`src/rtl/text_term_ctrl.sv`:
```
// -----------------------------------------------------------------------------
// text_term_ctrl
//
// Character-terminal write controller for the 70x30 text buffer read by the VGA
// font renderer. It is the only writer of that buffer. Bytes arrive over a
// valid/ready handshake, and the controller keeps the cursor position. It
// handles line wrap, newline (LF/CR), backspace, form feed and scrolling.
// Scrolling is done by rotating a ring-buffer top-row offset and clearing the
// row that was on top. The display side reads top_row to rotate rows on screen.
//
// Handshake: a byte transfers on any rising clk edge where in_valid && in_ready.
// in_ready is high only in IDLE. While it is low the source must hold in_valid
// and in_ascii steady; nothing is consumed until in_ready returns.
//
// Ports:
//   clk        in   system clock
//   rst        in   asynchronous, active-high reset (restarts the screen fill)
//   in_valid   in   byte available
//   in_ascii   in   ASCII byte
//   in_ready   out  controller accepts a byte this cycle (IDLE and not in reset)
//   mem_we     out  text-buffer write strobe
//   mem_waddr  out  {col[6:0], phys_row[4:0]}
//   mem_wdata  out  character to write
//   cur_col    out  cursor column 0..COLS-1
//   cur_row    out  cursor logical row 0..ROWS-1
//   top_row    out  physical row shown as screen line 0
//   busy       out  high in any state other than IDLE
//   dbg_state  out  current FSM state (FILL=0, IDLE=1, WRITE=2, CLEAR=3)
// -----------------------------------------------------------------------------
module text_term_ctrl #(
    parameter int         COLS     = 70,
    parameter int         ROWS     = 30,
    parameter logic [7:0] CLR_CHAR = 8'h20
) (
    input  logic        clk,
    input  logic        rst,
    input  logic        in_valid,
    input  logic [7:0]  in_ascii,
    output logic        in_ready,
    output logic        mem_we,
    output logic [11:0] mem_waddr,
    output logic [7:0]  mem_wdata,
    output logic [6:0]  cur_col,
    output logic [4:0]  cur_row,
    output logic [4:0]  top_row,
    output logic        busy,
    output logic [1:0]  dbg_state
);

    typedef enum logic [1:0] {
        ST_FILL  = 2'd0,
        ST_IDLE  = 2'd1,
        ST_WRITE = 2'd2,
        ST_CLEAR = 2'd3
    } state_t;

    localparam logic [6:0] LAST_COL = 7'(COLS - 1);
    localparam logic [4:0] LAST_ROW = 5'(ROWS - 1);

    // (top + row) mod ROWS without a divider: both operands are < ROWS, so one
    // conditional subtract is enough.
    function automatic logic [4:0] phys_row(input logic [4:0] top, input logic [4:0] row);
        logic [5:0] sum;
        sum = {1'b0, top} + {1'b0, row};
        if (sum >= 6'(ROWS)) begin
            sum = sum - 6'(ROWS);
        end
        return sum[4:0];
    endfunction

    state_t      r_state;
    logic        r_busy;
    logic [6:0]  r_col;
    logic [4:0]  r_row;
    logic [4:0]  r_top;
    logic        r_we;
    logic [11:0] r_waddr;
    logic [7:0]  r_wdata;
    logic [6:0]  r_cnt_col;   // next column to clear in FILL/CLEAR
    logic [4:0]  r_cnt_row;   // next row to clear in FILL
    logic [4:0]  r_clr_row;   // physical row wiped by CLEAR
    logic        r_scroll;    // WRITE must be followed by CLEAR

    logic        w_is_print;
    logic        w_is_nl;
    logic        w_is_bs;
    logic        w_is_ff;
    logic        w_at_last_col;
    logic        w_at_last_row;
    logic        w_do_nl;
    logic        w_bs_moves;
    logic [6:0]  w_bs_col;
    logic [4:0]  w_bs_row;
    logic [4:0]  w_phys_cur;
    logic [4:0]  w_phys_bs;
    logic [4:0]  w_top_next;

    always_comb begin
        w_is_print    = (in_ascii >= 8'h20) && (in_ascii <= 8'h7E);
        w_is_nl       = (in_ascii == 8'h0A) || (in_ascii == 8'h0D);
        w_is_bs       = (in_ascii == 8'h08);
        w_is_ff       = (in_ascii == 8'h0C);
        w_at_last_col = (r_col == LAST_COL);
        w_at_last_row = (r_row == LAST_ROW);
        // A printable in the last column wraps exactly like a newline.
        w_do_nl       = w_is_nl || (w_is_print && w_at_last_col);
        w_bs_moves    = (r_col != 7'd0) || (r_row != 5'd0);
        w_bs_col      = (r_col != 7'd0) ? (r_col - 7'd1) : LAST_COL;
        w_bs_row      = (r_col != 7'd0) ? r_row : (r_row - 5'd1);
        w_phys_cur    = phys_row(r_top, r_row);
        w_phys_bs     = phys_row(r_top, w_bs_row);
        w_top_next    = (r_top == LAST_ROW) ? 5'd0 : (r_top + 5'd1);
    end

    always_ff @(posedge clk or posedge rst) begin
        if (rst) begin
            r_state   <= ST_FILL;
            r_busy    <= 1'b1;
            r_col     <= 7'd0;
            r_row     <= 5'd0;
            r_top     <= 5'd0;
            r_we      <= 1'b0;
            r_waddr   <= 12'd0;
            r_wdata   <= CLR_CHAR;
            r_cnt_col <= 7'd0;
            r_cnt_row <= 5'd0;
            r_clr_row <= 5'd0;
            r_scroll  <= 1'b0;
        end else begin
            case (r_state)
                ST_FILL: begin
                    // The FILL state is always entered with r_we low, so seeing
                    // the last cell registered means the final write is on the
                    // bus now.
                    if (r_we && (r_waddr == {LAST_COL, LAST_ROW})) begin
                        r_we      <= 1'b0;
                        r_state   <= ST_IDLE;
                        r_busy    <= 1'b0;
                        r_col     <= 7'd0;
                        r_row     <= 5'd0;
                        r_top     <= 5'd0;
                        r_cnt_col <= 7'd0;
                        r_cnt_row <= 5'd0;
                    end else begin
                        r_we    <= 1'b1;
                        r_waddr <= {r_cnt_col, r_cnt_row};
                        r_wdata <= CLR_CHAR;
                        if (r_cnt_col == LAST_COL) begin
                            r_cnt_col <= 7'd0;
                            r_cnt_row <= r_cnt_row + 5'd1;
                        end else begin
                            r_cnt_col <= r_cnt_col + 7'd1;
                        end
                    end
                end

                ST_IDLE: begin
                    r_we <= 1'b0;
                    if (in_valid) begin
                        if (w_is_print) begin
                            r_we    <= 1'b1;
                            r_waddr <= {r_col, w_phys_cur};
                            r_wdata <= in_ascii;
                            if (!w_at_last_col) begin
                                r_col <= r_col + 7'd1;
                            end
                        end
                        if (w_do_nl) begin
                            r_col <= 7'd0;
                            if (!w_at_last_row) begin
                                r_row <= r_row + 5'd1;
                            end else begin
                                r_clr_row <= r_top;
                                r_top     <= w_top_next;
                            end
                        end
                        r_scroll <= w_do_nl && w_at_last_row;
                        if (w_is_bs && w_bs_moves) begin
                            r_col   <= w_bs_col;
                            r_row   <= w_bs_row;
                            r_we    <= 1'b1;
                            r_waddr <= {w_bs_col, w_phys_bs};
                            r_wdata <= CLR_CHAR;
                        end

                        if (w_is_ff) begin
                            r_state   <= ST_FILL;
                            r_busy    <= 1'b1;
                            r_col     <= 7'd0;
                            r_row     <= 5'd0;
                            r_top     <= 5'd0;
                            r_cnt_col <= 7'd0;
                            r_cnt_row <= 5'd0;
                        end else if (w_is_print || w_is_nl || w_is_bs) begin
                            r_state <= ST_WRITE;
                            r_busy  <= 1'b1;
                        end
                    end
                end

                ST_WRITE: begin
                    if (r_scroll) begin
                        // First clear write goes out in the first CLEAR cycle.
                        r_state   <= ST_CLEAR;
                        r_scroll  <= 1'b0;
                        r_we      <= 1'b1;
                        r_waddr   <= {7'd0, r_clr_row};
                        r_wdata   <= CLR_CHAR;
                        r_cnt_col <= 7'd1;
                    end else begin
                        r_we    <= 1'b0;
                        r_state <= ST_IDLE;
                        r_busy  <= 1'b0;
                    end
                end

                ST_CLEAR: begin
                    if (r_waddr[11:5] == LAST_COL) begin
                        r_we      <= 1'b0;
                        r_state   <= ST_IDLE;
                        r_busy    <= 1'b0;
                        r_cnt_col <= 7'd0;
                    end else begin
                        r_we      <= 1'b1;
                        r_waddr   <= {r_cnt_col, r_clr_row};
                        r_wdata   <= CLR_CHAR;
                        r_cnt_col <= r_cnt_col + 7'd1;
                    end
                end

                default: begin
                    r_state <= ST_FILL;
                    r_busy  <= 1'b1;
                    r_we    <= 1'b0;
                end
            endcase
        end
    end

    assign in_ready  = (r_state == ST_IDLE) && !rst;
    assign mem_we    = r_we;
    assign mem_waddr = r_waddr;
    assign mem_wdata = r_wdata;
    assign cur_col   = r_col;
    assign cur_row   = r_row;
    assign top_row   = r_top;
    assign busy      = r_busy;
    assign dbg_state = r_state;

endmodule

```
`config.mk`:
```
export PLATFORM = sky130hd
export DESIGN_NAME = text_term_ctrl
export DESIGN_NICKNAME = d
export VERILOG_FILES = /design/src/rtl/text_term_ctrl.sv
export SDC_FILE = /design/constraint.sdc
export NUM_CORES = 1
export LEC_CHECK = 0
export CORE_ASPECT_RATIO = 1.75
export CORE_MARGIN = 2
export CORE_UTILIZATION = 60
export DETAILED_ROUTE_END_ITERATION = 10
export PLACE_DENSITY = 0.85
export RECOVER_POWER = 100
export SYNTH_ARGS = -nofsm -noshare
export SYNTH_HDL_FRONTEND = slang
export SYNTH_SLANG_ARGS = --single-unit
```
`constraint.sdc`:
```
create_clock -name clk -period 6.9 [get_ports clk]
set_input_delay 0.69 -clock clk [delete_from_list [all_inputs] [get_ports clk]]
set_output_delay 0.69 -clock clk [all_outputs]
set_load 0.01 [all_outputs]
```
After elaboration in Yosys (flattened, before gate mapping):

Cells that the tools add are included.

* $add $sub $neg: 11
* $lt $le $gt $ge: 4
* equality and inequality tests: 30
* multiplexer cells: 74
* reductions and logical operators: 27

Operator list (count)
* 7-bit 2-to-1 mux: 14
* 5-bit 2-to-1 mux: 18
* 12-bit 2-to-1 mux: 6
* 8-bit 2-to-1 mux: 6
* 12-bit case mux with 4 select lines: 1
* 8-bit by 4-bit equality test with 1-bit output (second input constant): 4
* 8-bit case mux with 4 select lines: 1
* 5-bit case mux with 2 select lines: 3
* 7-bit case mux with 4 select lines: 1
* 5-bit AND reduction: 5
* 7-bit equality test (second input constant): 3
* 2-bit != test (second input constant): 8
* 5-bit by 1-bit adder with 5-bit output (second input constant): 3
* 3-bit != test (second input constant): 5
* 7-bit by 1-bit adder with 7-bit output (second input constant): 2
* 7-bit case mux with 2 select lines: 1
* 1-bit 2-to-1 mux: 13
* 5-bit by 5-bit adder with 6-bit output: 2
* 12-bit equality test (second input constant): 1
* 6-bit by 5-bit greater-or-equal comparator with 1-bit output (second input constant): 2
* 2-bit 2-to-1 mux: 6
* 4-bit AND reduction: 3
* 5-bit equality test (second input constant): 2
* 5-bit != test (second input constant): 2
* 20 further kinds: 34

* flip-flop bits (word level): 59
* bits of input ports: 11
* output and inout port bits: 42
* logic and storage cells: 158

Depth between registers and ports, before layout:

Gate-level depths: netlist (run 1).

* word-level depth: 9
* depth in mapped cells: 16
* depth with buffers taken out: 15

Worst setup path before layout (run 1):

No wires, ideal clock.

* kind: register to register
* start: register r_col[3] (netlist: cur_col[3])
* end: register r_waddr[2] (netlist: mem_waddr[2])
* data arrival time: 3.507 ns
* data required time: 6.776 ns
* path slack: 3.269 ns
* stages on the path, launching flop included: 16
* path buffers: 2
* clock period less this slack: 3.631 ns
* cell sequence: dfrtp_1 > buf_2 > or3_4 > or3_1 > clkbuf_1 > nor2_1 > a21o_1 > inv_1 > fa_1 > or2_2 > a2111o_1 > a211oi_1 > nor3_1 > mux2i_1 > nor2_1 > o31a_1

* longest elaborated chain between the ends: 8
* elaborated cells on any way between the ends: 13

Ends and longest elaborated chain
* start: declaration: line 73 `logic [6:0] r_col;`
* start signal: assignment: line 165 `r_col <= r_col + 7'd1;`
* start signal: assignment: line 179 `r_col <= w_bs_col;`
* 7-bit nonzero test *: line 107, 109
* 5-bit 2-to-1 mux: line 109 `w_bs_row = (r_col != 7'd0) ? r_row : (r_row - 5'd1);`
* 5-bit by 5-bit adder with 6-bit output: line 64 `sum = {1'b0, top} + {1'b0, row};`
* 5-bit subtractor or 6-bit by 5-bit greater-or-equal comparator with 1-bit output (tied branches): line 66, 65
* 5-bit 2-to-1 mux: line 65 `if (sum >= 6'(ROWS)) begin`
* 12-bit 2-to-1 mux: line 178 `if (w_is_bs && w_bs_moves) begin`
* 12-bit 2-to-1 mux: line 159 `if (in_valid) begin`
* 12-bit case mux with 4 select lines: line 130 `case (r_state)`
* end signal: assignment: line 146 `r_waddr <= {r_cnt_col, r_cnt_row};`
* end signal: assignment: line 162 `r_waddr <= {r_col, w_phys_cur};`
* end signal: assignment: line 182 `r_waddr <= {w_bs_col, w_phys_bs};`
* end: declaration: line 77 `logic [11:0] r_waddr;`

Mark *: on every way between the ends. The rest lies on a longest branch, timed or not. The select of a mux whose other input is x is not followed.
A chain may end at the register's enable or synchronous reset.

Worst setup path in the final report (run 1):

* start: register r_col[0] (netlist: cur_col[0])
* end: register r_waddr[2] (netlist: mem_waddr[2])

Same word-level chain as after synthesis.

==> results.md, run 1 <==
* Synth Register Bits at 59
* Hold_ws at 468 ps
* Worst-Margin Slew at 2770 ps
* Worst-path fanout max at 41
* Antenna viol nets, final at 0
* Core Rows at 41
* Reg clk slew, reported paths at 50 ps
* Final slew viol count at 99
* Area delta synth->final at 19.6%
* FF-to-FF End: mem_waddr[2]
* VDD IR-drop max at 0.000294 V
* Core Area at 7180 sq um
* Worst Setup SP: cur_col[0]
* Largest stage delay on the critical path at 2130 ps
* CP Class: register to register
* Achievable Freq at 199 MHz
* Setup crit end kind: register
* First-pass GRT wire length at 20.4 mm
* Setup TNS at 0 ps
* Register area share after synthesis at 33.6%
* CTS tree: yes
* Synth Warn # at 0
* Initial Util at 61.3%
* GR Util met3 at 3.36%
* Critical path depth at 9
* Worst Path Arrival at 5240 ps
* GR peak layer: met2
* CTS root buffer: clkbuf_16
* Max-cap check violation count at 3
* Leak at 0.00245 uW
* Yosys cell types at 69
* Die X-Extent at 68.8 um
* I/O pin count at 53
* Hold Path Class: register to register
* Syn_area_per_cell at 8.42 sq um
* Cells on worst reg2reg path at 9
* Clk pwr share at 21.7%
* Die ar. at 8070 sq um
* Final WL at 12.8 mm
* Largest family of logic cells by synthesized area: compound AO/OA/AOI/OAI gates
* Total power at 2490 uW
* Power per cell area at 473 nW/um^2
* Initial antenna violation count at 0
* Switch share at 45.3%
* Post-CTS Resized at 0
* Startpoint type of the worst setup path: register
* Minimum clock period at 5020 ps
* Postcts setup bufs at 0
* Sequential Power Share at 22.2%
* Die H at 117 um
* RSZ-0062 raised after global routing: no
* Met1 Track Usage GR at 37.9%
* Xor/xnor cell area share of the yosys netlist at 2.58%
* FFs w/ async S/R, synth at 100%
* Later-pin clock latency in the skew report at 340 ps
* Violated checks: capacitance limit, slew limit
* Synth Area in Compound Gates at 24.7%
* Pin count of the biggest net entering global routing at 42
* Clk sinks at 59
* Drt pass-1 iters at 5
* DRC at 0
* Met2 usage at 56.2%
* Post-synth EDFFs at 0
* CTS max path bufs at 2
* DP Worst Slack at 2980 ps
* Post-Synth Adder-Cell Area at 9.15%
* Tcrit/Tclk final at 72.8%
* Crit-path cells: inv_1, ha_1, nand2b_1, nor3_4, a31o_1, nand2_2, o221ai_1, mux2_2, o31a_1
* Via count at 4339
* Synthesized area at 4410 sq um
* 1st-iter DRT viols at 292
* R2R setup slack at 1880 ps
* Hold-fix buffers at CTS at 0
* Ratio of cells with drive above 1 in the final layout at 7.16%
* Mux contribution to synthesized area at 2.90%
* Total GRT Usage at 33.5%
* CP Buf/Inv Count at 1
* PortBufs at 52
* Kind of cell adding the most delay to the critical path: compound AO/OA/AOI/OAI gates
* Vias per cell at 6.58
* Worst clock skew at 4.58 ps
* Num CTS Buffers at 9
* Max-slew headroom at -84.6%
* Combinational share of power at 56.1%
* Post-Syn Instances at 523
* Cell internal pwr at 1360 uW
* HP Start: mem_wdata[6]
* # nets final at 610
* Synth Flop Type: dfrtp_1
* Sw power at 1130 uW
* Final hold viol count at 0
* Status: finished with violations
* Crit path to: mem_waddr[2]
* DR WL/cell at 19.4 um
* Global route overflow at 0
* Fin worst setup slack at 1880 ps
* Simple-Gate Fraction of Synth Area at 22.6%
* R2R Path Start: cur_col[0]
* Setup Viol. Count Final at 0
* Htree depth at 3
* Vias in the first global route at 4292
* Gpl congestion at 0.899
* Post-synth net total at 565
* Detailed placer's ending HPWL at 9.21 mm
* Worst EP required at 7120 ps
* Slowest-stage cell, CP: o221ai_1
* # diodes at 0
-- routing by layer --
metal	up-vias	share of wire, %
met1	2095	36
li1	1988	-
met2	195	53
met3	61	5.3
met4	0	5.7
met5	-	0
-- per-stage QoR --
stage                     util [%]  cells  cell area [sq um]
after floorplan                  -    523               4410
after global placement        68.9    643               4950
after detailed placement      68.9    643               4950
after CTS                     73.9    659               5310
after global routing          73.4    659               5270
final                         73.4    659               5270
-- layout by cell type (no fill, tap or decap), types with 8 or more instances in the layout --
| master | count |
|---|---|
| ha_1 | 29 |
| clkbuf_16 | 9 |
| and3_1 | 10 |
| nor3_1 | 13 |
| dlygate4sd3_1 | 45 |
| or2_2 | 9 |
| inv_1 | 28 |
| dfrtp_1 | 57 |
| o21ai_0 | 61 |
| nand2_1 | 65 |
| nand2b_1 | 11 |
| a21oi_1 | 29 |
| nand3_1 | 15 |
| o31ai_1 | 14 |
| nor2b_1 | 8 |
| a211oi_1 | 8 |
| nor2_1 | 36 |
-- cell usage after synthesis (5+ instances only) --
| cell type | instances | area (sq um) |
|---|---|---|
| a211oi_1 | 8 | 60.1 |
| a21o_1 | 5 | 37.5 |
| a21oi_1 | 29 | 145 |
| a22oi_1 | 5 | 37.5 |
| and2_1 | 6 | 37.5 |
| and3_1 | 10 | 62.6 |
| buf_2 | 6 | 30.0 |
| clkbuf_1 | 9 | 33.8 |
| dfrtp_1 | 57 | 1430 |
| ha_1 | 29 | 363 |
| inv_1 | 28 | 105 |
| mux2_2 | 6 | 67.6 |
| mux2i_1 | 6 | 60.1 |
| nand2_1 | 65 | 244 |
| nand2b_1 | 11 | 68.8 |
| nand3_1 | 15 | 75.1 |
| nor2_1 | 36 | 135 |
| nor2b_1 | 8 | 50.1 |
| nor3_1 | 13 | 65.1 |
| o21ai_0 | 60 | 300 |
| o31ai_1 | 14 | 105 |
| or2_2 | 9 | 56.3 |
| xnor2_1 | 7 | 61.3 |
| xor2_1 | 6 | 52.6 |
-- logic make-up (layout without fill, tap and decap cells) --
logic type                 after synthesis  count (layout)
and+or+nand+nor                        196             196
DFF                                     59              59
AOI/OAI and AO/OA                      165             165
buffers and inverters                   47              97
muxes                                   12              12
adders and majority gates               31              31
xor gates and xnor gates                13              13
-- how the worst min path moves through the flow --
stage	end	slack (ps)	depth (start not counted)
after global routing	mem_wdata[7]	520	1
after detailed placement	mem_wdata[6]	470	2
after CTS	mem_wdata[6]	480	2
after global placement	mem_wdata[6]	460	2
after floorplan	r_cnt_row[4]	450	1
final	mem_wdata[6]	470	2
-- flip-flops by register name, summed over array words and instances (netlist names), 2 cells and up --
name / flops
mem_waddr: 12
mem_wdata: 8
cur_col: 7
r_cnt_col: 7
cur_row: 5
r_clr_row: 5
r_cnt_row: 5
top_row: 5
dbg_state: 2
-- power groups by stage --
stage,Clock (uW),Combinational (uW),Sequential [uW]
floorplan,0,994,549
global placement,0,1370,555
detailed placement,0,1410,557
CTS,541,1420,553
global route,551,1550,566
finish,542,1400,552
-- area by class of cell --
type | count | area (sq um)
tap | 86 | 108
clock inverter | 4 | 95.1
multi-input combinational | 417 | 2690
fill | 557 | 1910
clock buffer | 12 | 267
timing repair buffer | 53 | 524
sequential | 59 | 1480
inverter | 28 | 105
-- tightest hold or removal path, stage by stage, from the launching register on --
cell and delay [ps]:
dfrtp_1 330, nand2_1 40, o21ai_0 60
(Power assumes the default switching activity.)
==> run 2: changes to the inputs <==
--- a/config.mk
+++ b/config.mk
@@ -7,9 +7,9 @@
 export LEC_CHECK = 0
 export CORE_ASPECT_RATIO = 1.75
 export CORE_MARGIN = 2
-export CORE_UTILIZATION = 60
+export CORE_UTILIZATION = 57
 export DETAILED_ROUTE_END_ITERATION = 10
-export PLACE_DENSITY = 0.85
+export PLACE_DENSITY = 0.81
 export RECOVER_POWER = 100
 export SYNTH_ARGS = -nofsm -noshare
 export SYNTH_HDL_FRONTEND = slang
==> constraint.sdc (replaced) <==
create_clock -name clk -period 4.85 [get_ports clk]
set_input_delay 0.485 -clock clk [delete_from_list [all_inputs] [get_ports clk]]
set_output_delay 0.485 -clock clk [all_outputs]
set_load 0.01 [all_outputs]
==> run 2 against run 1 <==
Register-to-register slack lost 1100 ps. Largest power group unchanged. Die area grew 5.0%. The run still ends with capacitance limit, slew limit left. Flip-flop and latch count is the same. Clock-buffer cell count shrank 2. Non-clock buffer count grew 2. Hold slack gained 5.9 ps. Global-route usage shrank 2.9 points. Cell area shrank 0.71%. Maximum frequency grew 23%. Sequential power grew 42%.
==> results.md, run 2 (synthesis gave the netlist of run 1 again) <==
* # nets final at 612 (was 610)
* VDD IR-drop max at 0.000442 V (was 0.000294 V)
* Ratio of cells with drive above 1 in the final layout at 7.48% (was 7.16%)
* Htree depth at 3 (unchanged)
* Hold_ws at 474 ps (was 468 ps)
* Setup TNS at 0 ps (unchanged)
* Max reg flops at 12 (unchanged)
* Worst-Margin Slew at 3200 ps (was 2770 ps)
* Global route overflow at 0 (unchanged)
* CTS root buffer: clkbuf_16 (unchanged)
* Pin count of the biggest net entering global routing at 60 (was 42)
* Reg clk slew, reported paths at 50 ps (about the same)
* Core Area at 7510 sq um (was 7180 sq um)
* Final hold viol count at 0 (unchanged)
* CTS max path bufs at 2 (unchanged)
* Tcrit/Tclk final at 84.5% (was 72.8%)
* Area delta synth->final at 18.7% (was 19.6%)
* Total GRT Usage at 30.5% (was 33.5%)
* 1st-iter DRT viols at 454 (was 292)
* Drt pass-1 iters at 5 (unchanged)
* Die H at 120 um (was 117 um)
* Fillers at 600 (was 557)
* Vias per cell at 6.40 (was 6.58)
* Hold Path Class: register to register (unchanged)
* Core Rows at 42 (was 41)
* Commonest non-fill, non-tap cell in the layout: nand2_1 (unchanged)
* Final WL at 12.4 mm (was 12.8 mm)
* CP Class: register to register (unchanged)
* Die X-Extent at 70.5 um (was 68.8 um)
* Via count at 4245 (was 4339)
* # diodes at 0 (unchanged)
* Final slew viol count at 102 (was 99)
* Gpl congestion at 0.970 (was 0.899)
* Vias in the first global route at 4237 (was 4292)
* Worst-path fanout max at 41 (unchanged)
* DP Area at 4960 sq um (was 4950 sq um)
* Worst EP required at 5070 ps (was 7120 ps)
* RSZ-0062 raised after global routing: no (unchanged)
* Later-pin clock latency in the skew report at 340 ps (about the same)
* Fin area at 5230 sq um (was 5270 sq um)
* Worst Path Arrival at 4320 ps (was 5240 ps)
* Setup Viol. Count Final at 0 (unchanged)
* Worst clock skew at 7.95 ps (was 4.58 ps)
* Hold-fix buffers at CTS at 0 (unchanged)
* Num CTS Buffers at 9 (unchanged)
* DR WL/cell at 18.7 um (was 19.4 um)
* Achievable Freq at 244 MHz (was 199 MHz)
* Antenna viol nets, final at 0 (unchanged)
* First-pass GRT wire length at 20.4 mm (about the same)
* Startpoint type of the worst setup path: register (unchanged)
* Clk sinks at 59 (unchanged)
* Max-slew headroom at -113% (was -84.6%)
* CTS tree: yes (unchanged)
* I/O pin count at 53 (unchanged)
* Initial antenna violation count at 0 (unchanged)
* Minimum clock period at 4100 ps (was 5020 ps)
* Status: finished with violations (unchanged)
* PortBufs at 52 (unchanged)
* Setup crit end kind: register (unchanged)
* Max-cap check violation count at 2 (was 3)
* Die ar. at 8480 sq um (was 8070 sq um)
* Violated checks: capacitance limit, slew limit (unchanged)
* DRC at 0 (unchanged)
* Postcts setup bufs at 0 (unchanged)
* Post-CTS Resized at 0 (unchanged)
* Power per cell area at 651 nW/um^2 (was 473 nW/um^2)
* Detailed placer's ending HPWL at 9.20 mm (was 9.21 mm)
* Leak at 0.00240 uW (was 0.00245 uW)
* Initial Util at 58.6% (was 61.3%)
* Most frequent cells in the layout: nand2_1 (66), o21ai_0 (60), dfrtp_1 (57) (was nand2_1 (65), o21ai_0 (61), dfrtp_1 (57))
==> run 2: per-layer routing <==
layer	track usage, %	vias to the layer above	wire length, um
met2	53.8	169	6470
met1	33.1	2022	4620
met4	18.1	0	661
li1	-	2000	-
met3	6.17	54	648
met5	0	-	0
==> run 2: critical path: stages, from the launching register on <==
cell	delay, ps
dfrtp_1	480
inv_1	90
ha_1	220
nand2b_1	160
nor3_4	320
a31o_1	580
nand2_1	290
o221ai_2	1280
mux2_2	450
o31a_1	110
==> run 2: through the flow <==
| step | total power (uW) | worst slack (ps) | std cells | utilization [%] |
|---|---|---|---|---|
| 2_1_floorplan | 2200 | 1220 | 523 | - |
| 3_3_place_gp | 2700 | 1160 | 647 | 66.1 |
| 3_5_place_dp | 2780 | 1050 | 647 | 66.1 |
| 4_1_cts | 3440 | 1030 | 663 | 70.1 |
| 5_1_grt | 3650 | 478 | 663 | 69.6 |
| 6_report | 3400 | 750 | 663 | 69.6 |
==> run 2: cell type report <==
type	instances	area, sq um	area share [%]
multi-input combinational	417	2700	51.6
tap	88	110	2.10
sequential	59	1480	28.3
clock inverter	6	65.1	1.24
clock buffer	10	239	4.57
timing repair buffer	55	532	10.2
inverter	28	105	2.01
==> run 2: power breakdown <==
| part | switching (uW) | internal, uW |
|---|---|---|
| registers | 162 | 620 |
| logic | 1200 | 777 |
| clock network | 238 | 411 |
| total | 1600 | 1810 |
==> run 2: final timing paths <==
path | startpoint | endpoint | slack [ps] | depth (start not counted)
max reg2reg | cur_col[0] | mem_waddr[2] | 750 | 9
min | mem_wdata[7] | mem_wdata[7] | 470 | 1
min in group asynchronous | rst | dbg_state[0] | 1850 | 3
max in group asynchronous | rst | r_clr_row[2] | 1190 | 3
min reg2reg | mem_wdata[7] | mem_wdata[7] | 470 | 1
max | cur_col[0] | mem_waddr[2] | 750 | 9
==> run 3: changes to the inputs <==
--- a/config.mk
+++ b/config.mk
@@ -7,9 +7,9 @@
 export LEC_CHECK = 0
 export CORE_ASPECT_RATIO = 1.75
 export CORE_MARGIN = 2
-export CORE_UTILIZATION = 57
+export CORE_UTILIZATION = 51
 export DETAILED_ROUTE_END_ITERATION = 10
-export PLACE_DENSITY = 0.81
+export PLACE_DENSITY = 0.77
 export RECOVER_POWER = 100
 export SYNTH_ARGS = -nofsm -noshare
 export SYNTH_HDL_FRONTEND = slang
==> constraint.sdc (replaced) <==
create_clock -name clk -period 3.3 [get_ports clk]
set_input_delay 0.33 -clock clk [delete_from_list [all_inputs] [get_ports clk]]
set_output_delay 0.33 -clock clk [all_outputs]
set_load 0.01 [all_outputs]
==> run 3 against run 2 <==
The flow finishes with violations (setup timing). Maximum frequency increased by 19%. Setup slack got worse by 880 ps. Final cell count increased by 10%. Flip-flop and latch count unchanged. Global-route usage decreased by 1.1 points. Sequential power increased by 42%. Wire length increased by 6.1%. Non-clock buffer count increased by 39. Combinational power increased by 92%. Largest power group unchanged.
==> results.md, run 3 (synthesis gave the netlist of run 1 again) <==
* Status: finished with violations (unchanged)
* Violated checks: setup timing (was capacitance limit, slew limit)
* HP Start: mem_wdata[7] (unchanged)
* Reg clk slew, reported paths at 60 ps (was 50 ps)
* Final hold viol count at 0 (unchanged)
* Final WL at 13.2 mm (was 12.4 mm)
* Setup crit end kind: register (unchanged)
* First-pass GRT wire length at 21.3 mm (was 20.4 mm)
* 1st-iter DRT viols at 226 (was 454)
* Htree depth at 3 (unchanged)
* Commonest non-fill, non-tap cell in the layout: nand2_1 (unchanged)
* Most frequent CP cell: or3_4
* Achievable Freq at 291 MHz (was 244 MHz)
* Num CTS Buffers at 9 (unchanged)
* Final slew viol count at 0 (was 102)
* Vias in the first global route at 4415 (was 4237)
* CP Buf/Inv Count at 1 (unchanged)
* Tcrit/Tclk final at 104% (was 84.5%)
* Later-pin clock latency in the skew report at 340 ps (about the same)
* Ratio of cells with drive above 1 in the final layout at 17.9% (was 7.48%)
* CTS max path bufs at 2 (unchanged)
* Die H at 127 um (was 120 um)
* CTS tree: yes (unchanged)
* Crit-path cells: or3_4, or3_4, a21o_1, inv_2, fa_2, or2_4, a2111o_1, a211oi_2, nor3_2, mux2i_1, o211ai_1, a22o_1 (was inv_1, ha_1, nand2b_1, nor3_4, a31o_1, nand2_1, o221ai_2, mux2_2, o31a_1)
* VDD IR-drop max at 0.000672 V (was 0.000442 V)
* Core Rows at 44 (was 42)
* Leak at 0.00261 uW (was 0.00240 uW)
* Die ar. at 9430 sq um (was 8480 sq um)
* Kind of cell adding the most delay to the critical path: simple AND/OR/NAND/NOR gates (was compound AO/OA/AOI/OAI gates)
* Worst clock skew at 6.13 ps (was 7.95 ps)
* Initial antenna violation count at 0 (unchanged)
* DR WL/cell at 18.0 um (was 18.7 um)
* Max reg flops at 12 (unchanged)
* Fin area at 5730 sq um (was 5230 sq um)
* Worst EP required at 3520 ps (was 5070 ps)
* Hold-fix buffers at CTS at 0 (unchanged)
* I/O pin count at 53 (unchanged)
* Startpoint type of the worst setup path: register (unchanged)
* Area delta synth->final at 30.1% (was 18.7%)
* Total power at 5840 uW (was 3400 uW)
* Hold Path Class: register to register (unchanged)
* DRC at 0 (unchanged)
* # diodes at 0 (unchanged)
* Max-cap check violation count at 0 (was 2)
* Die X-Extent at 74.3 um (was 70.5 um)
* CTS root buffer: clkbuf_16 (unchanged)
* DP Worst Slack at -113 ps (was 1050 ps)
* Total GRT Usage at 29.4% (was 30.5%)
* Fin worst setup slack at -131 ps (was 750 ps)
* Core Area at 8370 sq um (was 7510 sq um)
* Global route overflow at 0 (unchanged)
* Most frequent cells in the layout: nand2_1 (65), o21ai_0 (58), dfrtp_1 (57) (was nand2_1 (66), o21ai_0 (60), dfrtp_1 (57))
* Via count at 4423 (was 4245)
* Drt pass-1 iters at 7 (was 5)
* PortBufs at 52 (unchanged)
* Setup TNS at -197 ps (was 0 ps)
* Setup Viol. Count Final at 2 (was 0)
* Max-slew headroom at 11.5% (was -113%)
* RSZ-0062 raised after global routing: yes (was no)
* Largest stage delay on the critical path at 430 ps (was 1280 ps)
* Detailed placer's ending HPWL at 9.87 mm (was 9.20 mm)
* Vias per cell at 6.07 (was 6.40)
* DP Area at 5250 sq um (was 4960 sq um)
* Slowest-stage cell, CP: fa_2 (was o221ai_2)
* Pin count of the biggest net entering global routing at 30 (was 60)
* # nets final at 651 (was 612)
* Worst Setup SP: cur_col[3] (was cur_col[0])
* Antenna viol nets, final at 0 (unchanged)
* Minimum clock period at 3430 ps (was 4100 ps)
* Worst-path fanout max at 4 (was 41)
* Initial Util at 52.6% (was 58.6%)
* Worst Path Arrival at 3660 ps (was 4320 ps)
* CP Class: register to register (unchanged)
* Worst-Margin Slew at 1330 ps (was 3200 ps)
* Power per cell area at 1020 nW/um^2 (was 651 nW/um^2)
* Clk sinks at 59 (unchanged)
* Gpl congestion at 0.932 (was 0.970)
* R2R Path Start: cur_col[3] (was cur_col[0])
run 3: changes by cell type in the layout (fill, tap and decap cells not counted), sizes merged:
cell	delta
buf	+39
clkdlybuf4s50	+6
dlygate4sd3	-6
clkinv	-3
inv	+3
clkbuf	-1
clkinvlp	+1
run 3: layout make-up:
| class | instances | area [sq um] |
|---|---|---|
| Multi-Input combinational cell | 417 | 2870 |
| Sequential cell | 59 | 1480 |
| Clock buffer | 9 | 225 |
| Fill cell | 684 | 2640 |
| Tap cell | 115 | 144 |
| Inverter | 28 | 105 |
| Timing Repair Buffer | 94 | 836 |
| Clock inverter | 7 | 76.3 |
run 3: where the power goes:
group	total [uW]	switching, uW	internal, uW	leakage (uW)
Sequential	1110	199	911	0.000784
Clock	952	364	589	0.000142
Combinational	3780	2090	1690	0.00168
Total	5840	2650	3190	0.00261
run 3: path summary, 6_finish.rpt:
path                           endpoint  slack (ps)  cells after the start
max                        mem_waddr[1]        -130                     12
min                        mem_wdata[7]         480                      1
max reg2reg                mem_waddr[1]        -130                     12
min reg2reg                mem_wdata[7]         480                      1
max in group asynchronous    top_row[4]        1040                      3
min in group asynchronous        mem_we         590                      2
run 3: stage by stage:
| stage | hold WS [ps] | cells | utilization, % |
|---|---|---|---|
| after floorplan | 448 | 523 | - |
| after global placement | 466 | 706 | 62.8 |
| after detailed placement | 476 | 706 | 62.8 |
| after CTS | 346 | 727 | 67.2 |
| after global routing | 502 | 729 | 68.5 |
| final | 478 | 729 | 68.5 |
run 3: worst reg2reg max path: cells and delay by family (launching register included):
| family | cells | cell delay [ps] |
|---|---|---|
| adder cells (fa/ha/maj) | 1 | 440 |
| multiplexers | 1 | 200 |
| AND/OR/NAND/NOR | 4 | 1120 |
| AO/OA/AOI/OAI | 5 | 1120 |
| flip-flops | 1 | 380 |
| buffers and inverters | 1 | 60 |
run 3: timing repair:
action                     4_1_cts  5_1_grt
setup buffers                    5        3
pin swaps                        3       14
setup endpoints to repair        3        4
resized for setup                7       26
run 3: layer usage:
metal / up-vias / share of wire (%) / global-route usage (%)
met5: - / 0 / 0
met4: 0 / 5.7 / 18.3
met2: 163 / 53 / 50.9
met3: 54 / 5.1 / 4.77
met1: 2133 / 37 / 32.4
li1: 2073 / - / -
